==> src/rtl/voxel_span_renderer.sv <==
// rtl/voxel_span_renderer.sv - front-to-back voxel ray marcher with occluded span fill and pixel backpressure
module voxel_span_renderer #(
    parameter int SCREEN_W    = 320,
    parameter int SCREEN_H    = 240,
    parameter int HORIZON_Y   = 120,
    parameter int DEPTH_STEPS = 512,
    parameter int POS_INT     = 8,
    parameter int POS_FRAC    = 16,
    parameter int H_W         = 8,
    parameter int COLOR_W     = 3,
    parameter int SCALE_W     = 27,
    parameter int SCALE_FRAC  = 18,
    parameter int EYE_HEIGHT  = 2,
    parameter int MEM_LAT     = 2
) (
    input  logic                             Clk,
    input  logic                             Reset_n,
    input  logic                             start,
    input  logic                             mode,
    input  logic [POS_INT+POS_FRAC-1:0]      pos_x,
    input  logic [POS_INT+POS_FRAC-1:0]      pos_y,
    input  logic [POS_INT+POS_FRAC-1:0]      dir_x,
    input  logic [POS_INT+POS_FRAC-1:0]      dir_y,
    input  logic [POS_INT+POS_FRAC-1:0]      perp_x,
    input  logic [POS_INT+POS_FRAC-1:0]      perp_y,
    output logic [2*POS_INT-1:0]             map_addr,
    input  logic [H_W-1:0]                   map_height,
    input  logic [COLOR_W-1:0]               map_color,
    output logic [$clog2(DEPTH_STEPS)-1:0]   scale_addr,
    input  logic [SCALE_W-1:0]               scale_data,
    output logic                             fb_we,
    output logic [$clog2(SCREEN_W)-1:0]      fb_x,
    output logic [$clog2(SCREEN_H)-1:0]      fb_y,
    output logic [COLOR_W-1:0]               fb_color,
    input  logic                             fb_ready,
    output logic                             busy,
    output logic                             done
);
    localparam int PW  = POS_INT + POS_FRAC;
    localparam int XW  = $clog2(SCREEN_W);
    localparam int YW  = $clog2(SCREEN_H);
    localparam int YBW = $clog2(SCREEN_H + 1);
    localparam int DW  = $clog2(DEPTH_STEPS);
    localparam int CW  = $clog2(SCREEN_W + 1);
    localparam int LW  = $clog2(MEM_LAT + 1);
    localparam int PRW = SCALE_W + H_W + 3;

    typedef enum logic [3:0] {
        S_IDLE, S_EYE, S_CLEAR, S_ROW_INIT, S_FETCH,
        S_WAIT, S_PROJECT, S_SPAN, S_NEXT, S_DONE
    } state_t;

    state_t           state;
    logic             mode_r;
    logic [PW-1:0]    dir_x_r, dir_y_r, perp_x_r, perp_y_r;
    logic [PW-1:0]    left_x, left_y, step_x, step_y, smp_x, smp_y;
    logic [H_W:0]     eye_h;
    logic [XW-1:0]    col, clr_idx;
    logic [DW-1:0]    depth;
    logic [LW-1:0]    wait_cnt;
    logic [CW-1:0]    closed_cnt;
    logic [YW-1:0]    top_r;

    // ybuf[c] is the lowest row already painted in column c; SCREEN_H means nothing painted yet
    logic [YBW-1:0]   ybuf [SCREEN_W];
    logic [YBW-1:0]   ybuf_rd;
    logic             ybuf_we;
    logic [XW-1:0]    ybuf_wa;
    logic [YBW-1:0]   ybuf_wd;

    logic signed [PRW-1:0] scale_s, diff_s, prod, ht;
    logic [YW-1:0]    top_v, start_row;
    logic             visible, span_needed;

    assign ybuf_rd = ybuf[col];

    always_comb begin
        scale_s     = $signed(PRW'(scale_data));
        diff_s      = $signed(PRW'(map_height)) - $signed(PRW'(eye_h));
        prod        = scale_s * diff_s;
        ht          = (prod >>> SCALE_FRAC) + $signed(PRW'(HORIZON_Y));
        visible     = !ht[PRW-1];
        if (ht > $signed(PRW'(SCREEN_H - 1)))
            top_v = '0;
        else
            top_v = YW'(SCREEN_H - 1) - ht[YW-1:0];
        span_needed = !mode_r || (YBW'(top_v) < ybuf_rd);
        start_row   = mode_r ? YW'(ybuf_rd - YBW'(1)) : top_v;
    end

    always_comb begin
        ybuf_we = 1'b0;
        ybuf_wa = clr_idx;
        ybuf_wd = YBW'(SCREEN_H);
        if (state == S_CLEAR) begin
            ybuf_we = 1'b1;
        end else if (state == S_SPAN && mode_r && fb_ready && fb_y == top_r) begin
            ybuf_we = 1'b1;
            ybuf_wa = col;
            ybuf_wd = YBW'(top_r);
        end
    end

    always_ff @(posedge Clk) begin
        if (ybuf_we)
            ybuf[ybuf_wa] <= ybuf_wd;
    end

    always_ff @(posedge Clk or negedge Reset_n) begin
        if (!Reset_n) begin
            state      <= S_IDLE;
            busy       <= 1'b0;
            done       <= 1'b0;
            fb_we      <= 1'b0;
            fb_x       <= '0;
            fb_y       <= '0;
            fb_color   <= '0;
            map_addr   <= '0;
            scale_addr <= '0;
            mode_r     <= 1'b0;
            dir_x_r    <= '0;
            dir_y_r    <= '0;
            perp_x_r   <= '0;
            perp_y_r   <= '0;
            left_x     <= '0;
            left_y     <= '0;
            step_x     <= '0;
            step_y     <= '0;
            smp_x      <= '0;
            smp_y      <= '0;
            eye_h      <= '0;
            col        <= '0;
            clr_idx    <= '0;
            depth      <= '0;
            wait_cnt   <= '0;
            closed_cnt <= '0;
            top_r      <= '0;
        end else begin
            done <= 1'b0;
            case (state)
                S_IDLE: begin
                    if (start) begin
                        mode_r   <= mode;
                        dir_x_r  <= dir_x;
                        dir_y_r  <= dir_y;
                        perp_x_r <= perp_x;
                        perp_y_r <= perp_y;
                        left_x   <= pos_x;
                        left_y   <= pos_y;
                        step_x   <= '0;
                        step_y   <= '0;
                        map_addr <= {pos_y[PW-1:POS_FRAC], pos_x[PW-1:POS_FRAC]};
                        wait_cnt <= '0;
                        busy     <= 1'b1;
                        state    <= S_EYE;
                    end
                end
                S_EYE: begin
                    if (wait_cnt == LW'(MEM_LAT)) begin
                        eye_h      <= (H_W+1)'(map_height) + (H_W+1)'(EYE_HEIGHT);
                        clr_idx    <= '0;
                        closed_cnt <= '0;
                        depth      <= '0;
                        state      <= S_CLEAR;
                    end else begin
                        wait_cnt <= wait_cnt + LW'(1);
                    end
                end
                S_CLEAR: begin
                    clr_idx <= clr_idx + XW'(1);
                    if (clr_idx == XW'(SCREEN_W - 1))
                        state <= S_ROW_INIT;
                end
                S_ROW_INIT: begin
                    left_x <= left_x + dir_x_r;
                    left_y <= left_y + dir_y_r;
                    step_x <= step_x + perp_x_r;
                    step_y <= step_y + perp_y_r;
                    smp_x  <= left_x + dir_x_r;
                    smp_y  <= left_y + dir_y_r;
                    col    <= '0;
                    state  <= S_FETCH;
                end
                S_FETCH: begin
                    if (mode_r && ybuf_rd == '0) begin
                        state <= S_NEXT;
                    end else begin
                        map_addr   <= {smp_y[PW-1:POS_FRAC], smp_x[PW-1:POS_FRAC]};
                        scale_addr <= depth;
                        wait_cnt   <= LW'(1);
                        state      <= S_WAIT;
                    end
                end
                S_WAIT: begin
                    if (wait_cnt == LW'(MEM_LAT))
                        state <= S_PROJECT;
                    else
                        wait_cnt <= wait_cnt + LW'(1);
                end
                S_PROJECT: begin
                    if (!visible || !span_needed) begin
                        state <= S_NEXT;
                    end else begin
                        fb_we    <= 1'b1;
                        fb_x     <= col;
                        fb_y     <= start_row;
                        fb_color <= map_color;
                        top_r    <= top_v;
                        state    <= S_SPAN;
                    end
                end
                S_SPAN: begin
                    // rows walk upward from the occlusion line to top, one per accepted write
                    if (fb_ready) begin
                        if (fb_y == top_r) begin
                            fb_we <= 1'b0;
                            if (mode_r && top_r == '0)
                                closed_cnt <= closed_cnt + CW'(1);
                            state <= S_NEXT;
                        end else begin
                            fb_y <= fb_y - YW'(1);
                        end
                    end
                end
                S_NEXT: begin
                    smp_x <= smp_x + step_x;
                    smp_y <= smp_y + step_y;
                    if ((mode_r && closed_cnt == CW'(SCREEN_W)) ||
                        (col == XW'(SCREEN_W - 1) && depth == DW'(DEPTH_STEPS - 1))) begin
                        done  <= 1'b1;
                        busy  <= 1'b0;
                        state <= S_DONE;
                    end else if (col == XW'(SCREEN_W - 1)) begin
                        depth <= depth + DW'(1);
                        state <= S_ROW_INIT;
                    end else begin
                        col   <= col + XW'(1);
                        state <= S_FETCH;
                    end
                end
                S_DONE: begin
                    state <= S_IDLE;
                end
                default: begin
                    state <= S_IDLE;
                end
            endcase
        end
    end
endmodule

==> config.mk <==
export PLATFORM = sky130hd
export DESIGN_NAME = voxel_span_renderer
export DESIGN_NICKNAME = d
export VERILOG_FILES = /design/src/rtl/voxel_span_renderer.sv
export SDC_FILE = /design/constraint.sdc
export NUM_CORES = 2
export LEC_CHECK = 0
export BUFFER_PORTS_ARGS = -buffer_cell sky130_fd_sc_hd__buf_2
export CAP_MARGIN = 20
export CORE_MARGIN = 8
export CORE_UTILIZATION = 68
export CTS_CLUSTER_DIAMETER = 150
export DETAILED_ROUTE_END_ITERATION = 10
export GPL_ROUTABILITY_DRIVEN = 0
export PLACE_DENSITY_LB_ADDON = 0.1
export SYNTH_ARGS = -nofsm -noshare
export SYNTH_HDL_FRONTEND = slang
export SYNTH_SLANG_ARGS = --single-unit
==> constraint.sdc <==
create_clock -name Clk -period 21.7 [get_ports Clk]
set_clock_uncertainty 0.2 [all_clocks]
set_input_delay 0 -clock Clk [delete_from_list [all_inputs] [get_ports Clk]]
set_output_delay 0 -clock Clk [all_outputs]
set_load 0.005 [all_outputs]
; ---- Word level (Yosys, flattened, before mapping)
; Memory sizes are Yosys's and may differ from the RTL's.
; Index checks and enable logic that the tools add are counted.
[op_classes]
order_cmp = 2
eq_ne = 29
n_mul = 1
bitwise_logic = 2
add_sub_neg = 17
n_reduce_logical = 40
n_mux = 62
[op_table]
columns = operator, count
row1 = $pmux W24 S2, 6
row2 = $add A24 B24 Y24, 6
row3 = $mux W9, 10
row4 = $mux W24, 3
row5 = $pmux W9 S2, 4
row6 = $mux W8, 7
row7 = $mul A28 B10 Y38, 1
row8 = $add A9 B1 Y9 const B, 4
row9 = $eq A9 B9 Y1 const B, 4
row10 = $mux W4, 9
row11 = $pmux W4 S9, 1
row12 = $mux W16, 2
row13 = $pmux W16 S2, 1
row14 = $ne A2 B2 Y1 const B, 12
row15 = $add A20 B8 Y21 const B, 1
row16 = $gt A21 B9 Y1 const B, 1
row17 = $eq A4 B3 Y1 const B, 4
row18 = $logic_not A8 Y1, 2
row19 = $pmux W8 S2, 1
row20 = $reduce_and A4 Y1, 4
row21 = $reduce_bool A2 Y1, 8
row22 = $sub A8 B1 Y8 const B, 2
row23 = $reduce_and A2 Y1, 6
row24 = $mux W1, 11
row25 = 25 further kinds, 43
[word_totals]
inputBits = 187
memories = 1
ff_bits = 348
ram_bits = 2560
elab_cells = 181
[memory_table]
columns = name, words, word_bits, rd, rd_ports_with_merged_regs, wr, line_no
row1 = ybuf, 320, 8, 1, 0, 1, 65  ; logic [YBW-1:0] ybuf [SCREEN_W];

; ---- Depth between registers and ports, before layout
[logic_depth]
word_depth = 11
depth_mapped = 50
mapped_depth_nobuf = 48

; ---- Least setup slack after synthesis
; Ideal clock, no wire load.
[synth_path]
kind = reg-to-reg
start = register eye_h[1]
end = register fb_x[0]
slack_ps = 11496
n_path_buf = 4
period_less_slack_ps = 10204
required_time_ps = 21375
stages_incl_launch_ff = 45
t_arrival_ps = 9879
cell_sequence = dfrtp_1 -> inv_1 -> ha_1 -> nor2b_1 -> o21ai_0 -> nand2b_1 -> a21o_1 -> a21o_1 -> a21oi_1 -> o21ai_0 -> xor2_1 -> clkbuf_1 -> and2_1 -> fa_1 -> fa_1 -> fa_1 -> fa_1 -> inv_1 -> [9 not listed] -> xnor2_1 -> o2111ai_1 -> nor4_1 -> a21oi_1 -> a2111oi_2 -> a31oi_1 -> clkbuf_1 -> nor2_1 -> ha_1 -> a21o_1 -> a21o_1 -> a21oi_1 -> nand2_1 -> o21ai_0 -> nand2b_1 -> o31ai_4 -> buf_2 -> mux2_2
[synth_between]
elab_chain_len = 11
elab_cells_between_ends = 12
cone_classes = add/sub: 3 / mul: 1 / order compare: 2 / mux: 1 / bitwise: 1 / reduce/logical: 4
[synth_rtl]
columns = item, line_no
row1 = "start, declared", 57  ; logic [H_W:0] eye_h;
row2 = "start signal, assigned", 160  ; eye_h <= (H_W+1)'(map_height) + (H_W+1)'(EYE_HEIGHT);
row3 = $sub A8 B9 Y10 *, 79  ; diff_s = $signed(PRW'(map_height)) - $signed(PRW'(eye_h));
row4 = $mul A28 B10 Y38 *, 80  ; prod = scale_s * diff_s;
row5 = $add A20 B8 Y21 *, 81  ; ht = (prod >>> SCALE_FRAC) + $signed(PRW'(HORIZON_Y));
row6 = $gt A21 B9 Y1 or $sub A8 B8 Y8 (tied branches), "83, 86"
row7 = $mux W8 *, 83  ; if (ht > $signed(PRW'(SCREEN_H - 1)))
row8 = via top_v[5], 72  ; logic [YW-1:0] top_v, start_row;
row9 = $lt A8 B8 Y1 *, 87  ; span_needed = !mode_r || (YBW'(top_v) < ybuf_rd);
row10 = $logic_or A1 B1 Y1 *, 87
row11 = $logic_not A1 Y1 *, 201  ; if (!visible || !span_needed) begin
row12 = $logic_or A1 B1 Y1 *, 201
row13 = $not A1 Y1 (no source line) *, --
row14 = $reduce_and A2 Y1 (no source line) *, --
row15 = "end signal, assigned", 205  ; fb_x <= col;
row16 = "end, declared", 32  ; output logic [$clog2(SCREEN_W)-1:0] fb_x,
; The timed path passes the listed nets; every way through them passes the cells marked *.
; A chain may end at the register's enable or synchronous reset.

; ---- Final worst setup path
[layout_path]
start = register eye_h[0]
end = register fb_x[3]
; The elaborated chain is that of the path after synthesis.

==> reports/metrics.cfg <==
[status]
status=finished clean

[clock_tree]
post_cts_buffers=0
cts_max_level=5
cts.clk_slew.worst_paths_ps=70
postCtsHoldBufs=411
cts_sinks=2908
cts_buffers=301
cts-resized-gates=0
cts_tree=built
clock_path_buffers=4
clkLatencyLatePin_ps=950
root_buffer=clkbuf_16

[global_route]
overflow=0
grt_usage=0.351
grt_pass1_wl_um=531000
grt_max_degree=224
grt_pass1_vias=79700
antenna_found_initial=28

[finish]
syn_to_final_growth_pct=13.0
nNetsFinal=9086
filler_cell_count=9823
drive_gt1_frac=0.195

[setup_path]
required_ps=22230
slowest_delay_ps=750
start_kind=register
crit_top_cell=fa_1
crit_slowest_cell=a31oi_1
cp_max_fo=27
end_kind=register
cp.arrival_ps=12920
r2r_cells=41
critPathKind=reg2reg

[timing]
setup_viol=0
slew_headroom=0.0896
rsz0062_at_grt=no
period_minus_slack_ps=12390
max_slew.worst_pin.slew_ps=1370
final-max-slew-violation-count=0
timing.final.crit_share=0.571
fmax_ghz=0.0807
hold_viol_final=0
setup_tns_ps=0

[die]
die_w_um=454
die-area_mm2=0.206
rows=160
start_util=0.685
die_h_um=454
core_mm2=0.190
pin_count=235

[logic_synthesis]
synth.top_cells.by_area=edfxtp_1 59%, mux4_2 13%, dfrtp_1 6.7%
yosys.area.top_type=edfxtp_1
synth-seq-area-share=0.657
synthesis.area_mm2=0.130
synth-seq-cells=2908
netlist_instances=7780
synth_warnings=0
async_flop_share=0.120
synth_cell_types=90
synth_most_common_cell=edfxtp_1
synth_top_area_frac=0.590
synth_edf_count=2560
postSynthAreaPerCell_um2=16.7
synth_fp_nets=8436
ys_top_cells_by_count=2560 x edfxtp_1, 780 x mux4_2, 691 x nand2_1, 523 x nor2_1, 348 x dfrtp_1
synth_flop_cell=edfxtp_1

[detailed_routing]
dr_total_vias=78500
first_pass_iters=10
detail-route-antenna-nets=0
avgViaCountPerCell=7.02
remaining_drc_errors=0
post_drt_wl_per_cell_um=32.5
routed_wl_um=363000
drt_iter0_drc=11300

[run]
drv_cap=0

[placed_design]
port_buffers=234
dpl.hpwl_um=201000

[worst_hold_path]
worstHoldPathType=in2async

==> worst max-delay path, delay by kind of cell, from the launching register on <==
kind                     cells  cell delay [ps]
adder cells (fa/ha/maj)      9             3780
buffers and inverters        4              890
multiplexers                 1              410
AO/OA/AOI/OAI               13             3190
AND/OR/NAND/NOR             12             2620
flip-flops                   1              380
XOR/XNOR                     2              710
==> final timing paths <==
| path | from | to | slack [ps] |
|---|---|---|---|
| max reg2reg | eye_h[0] | fb_x[3] | 9310 |
| max in group asynchronous | Reset_n | col[3] | 20120 |
| min in group Clk | fb_ready | state[1] | 140 |
| min | Reset_n | dir_y_r[4] | 140 |
| max | eye_h[0] | fb_x[3] | 9310 |
| min reg2reg | eye_h[7] | eye_h[7] | 290 |
==> kinds of logic (layout without fill, tap and decap cells) <==
logic type               Yosys count  after routing  synth area share
flip-flops                      2908           2908             0.657
AND/OR/NAND/NOR                 1797           1797            0.0616
multiplexers                     918            918             0.148
buffers and inverters            753           1617            0.0260
AO/OA/AOI/OAI                    751            751            0.0382
adder cells (fa/ha/maj)          469            469            0.0569
XOR/XNOR                         184            184            0.0124
other                              0             27                 0
==> area by class of cell <==
cell class                      instances  area [um2]  share of cell area
Tap cell                             2511        3140              0.0214
Antenna cell                           27        67.6            0.000459
Multi-Input combinational cell       4119       41500               0.282
Inverter                              335        1270             0.00860
Clock buffer                          386        8120              0.0552
Timing Repair Buffer                  765        6410              0.0435
Sequential cell                      2908       85600               0.582
Clock inverter                        131        1090             0.00738
==> through the flow <==
stage	utilization	cells	instance area, um2	hold WS, ps	setup WS, ps
6_report	0.774	11200	147000	140	9310
5_1_grt	0.773	11200	147000	164	8630
4_1_cts	0.772	11100	147000	71.1	9580
3_5_place_dp	0.702	10200	134000	-8.74	9810
3_3_place_gp	0.702	10200	134000	-11.1	10170
2_1_floorplan	-	7780	130000	-496	11500
==> registers in the layout, summed over array words and instances, names as in the netlist, 16 cells and up <==
| register | cells |
|---|---|
| map_addr | 16 |
| left_y | 24 |
| dir_y_r | 24 |
| ybuf | 2560 |
| smp_y | 24 |
| perp_x_r | 24 |
| left_x | 24 |
| perp_y_r | 24 |
| dir_x_r | 24 |
| smp_x | 24 |
| step_x | 24 |
| step_y | 24 |
==> placed cells by master, fill, tap and decap left out, types with 159 or more instances in the layout <==
| master | instances |
|---|---|
| fa_1 | 205 |
| edfxtp_1 | 2560 |
| mux4_2 | 780 |
| a21oi_1 | 159 |
| inv_1 | 332 |
| o21ai_0 | 205 |
| nor2_1 | 520 |
| clkbuf_16 | 308 |
| nand2_1 | 675 |
| dfrtp_1 | 341 |
| dlygate4sd3_1 | 410 |
| buf_2 | 234 |
| ha_1 | 264 |
==> routing by layer <==
layer,global-route usage,wire length (um),vias up
met3,0.0857,41100,1346
met4,0.171,22000,22
li1,-,-,31300
met5,0,150,-
met2,0.558,172000,5931
met1,0.465,128000,39900
Power is left out: the tool's default activity adds up to more than one toggle a clock period on the data nets, which glitch-free logic cannot reach.
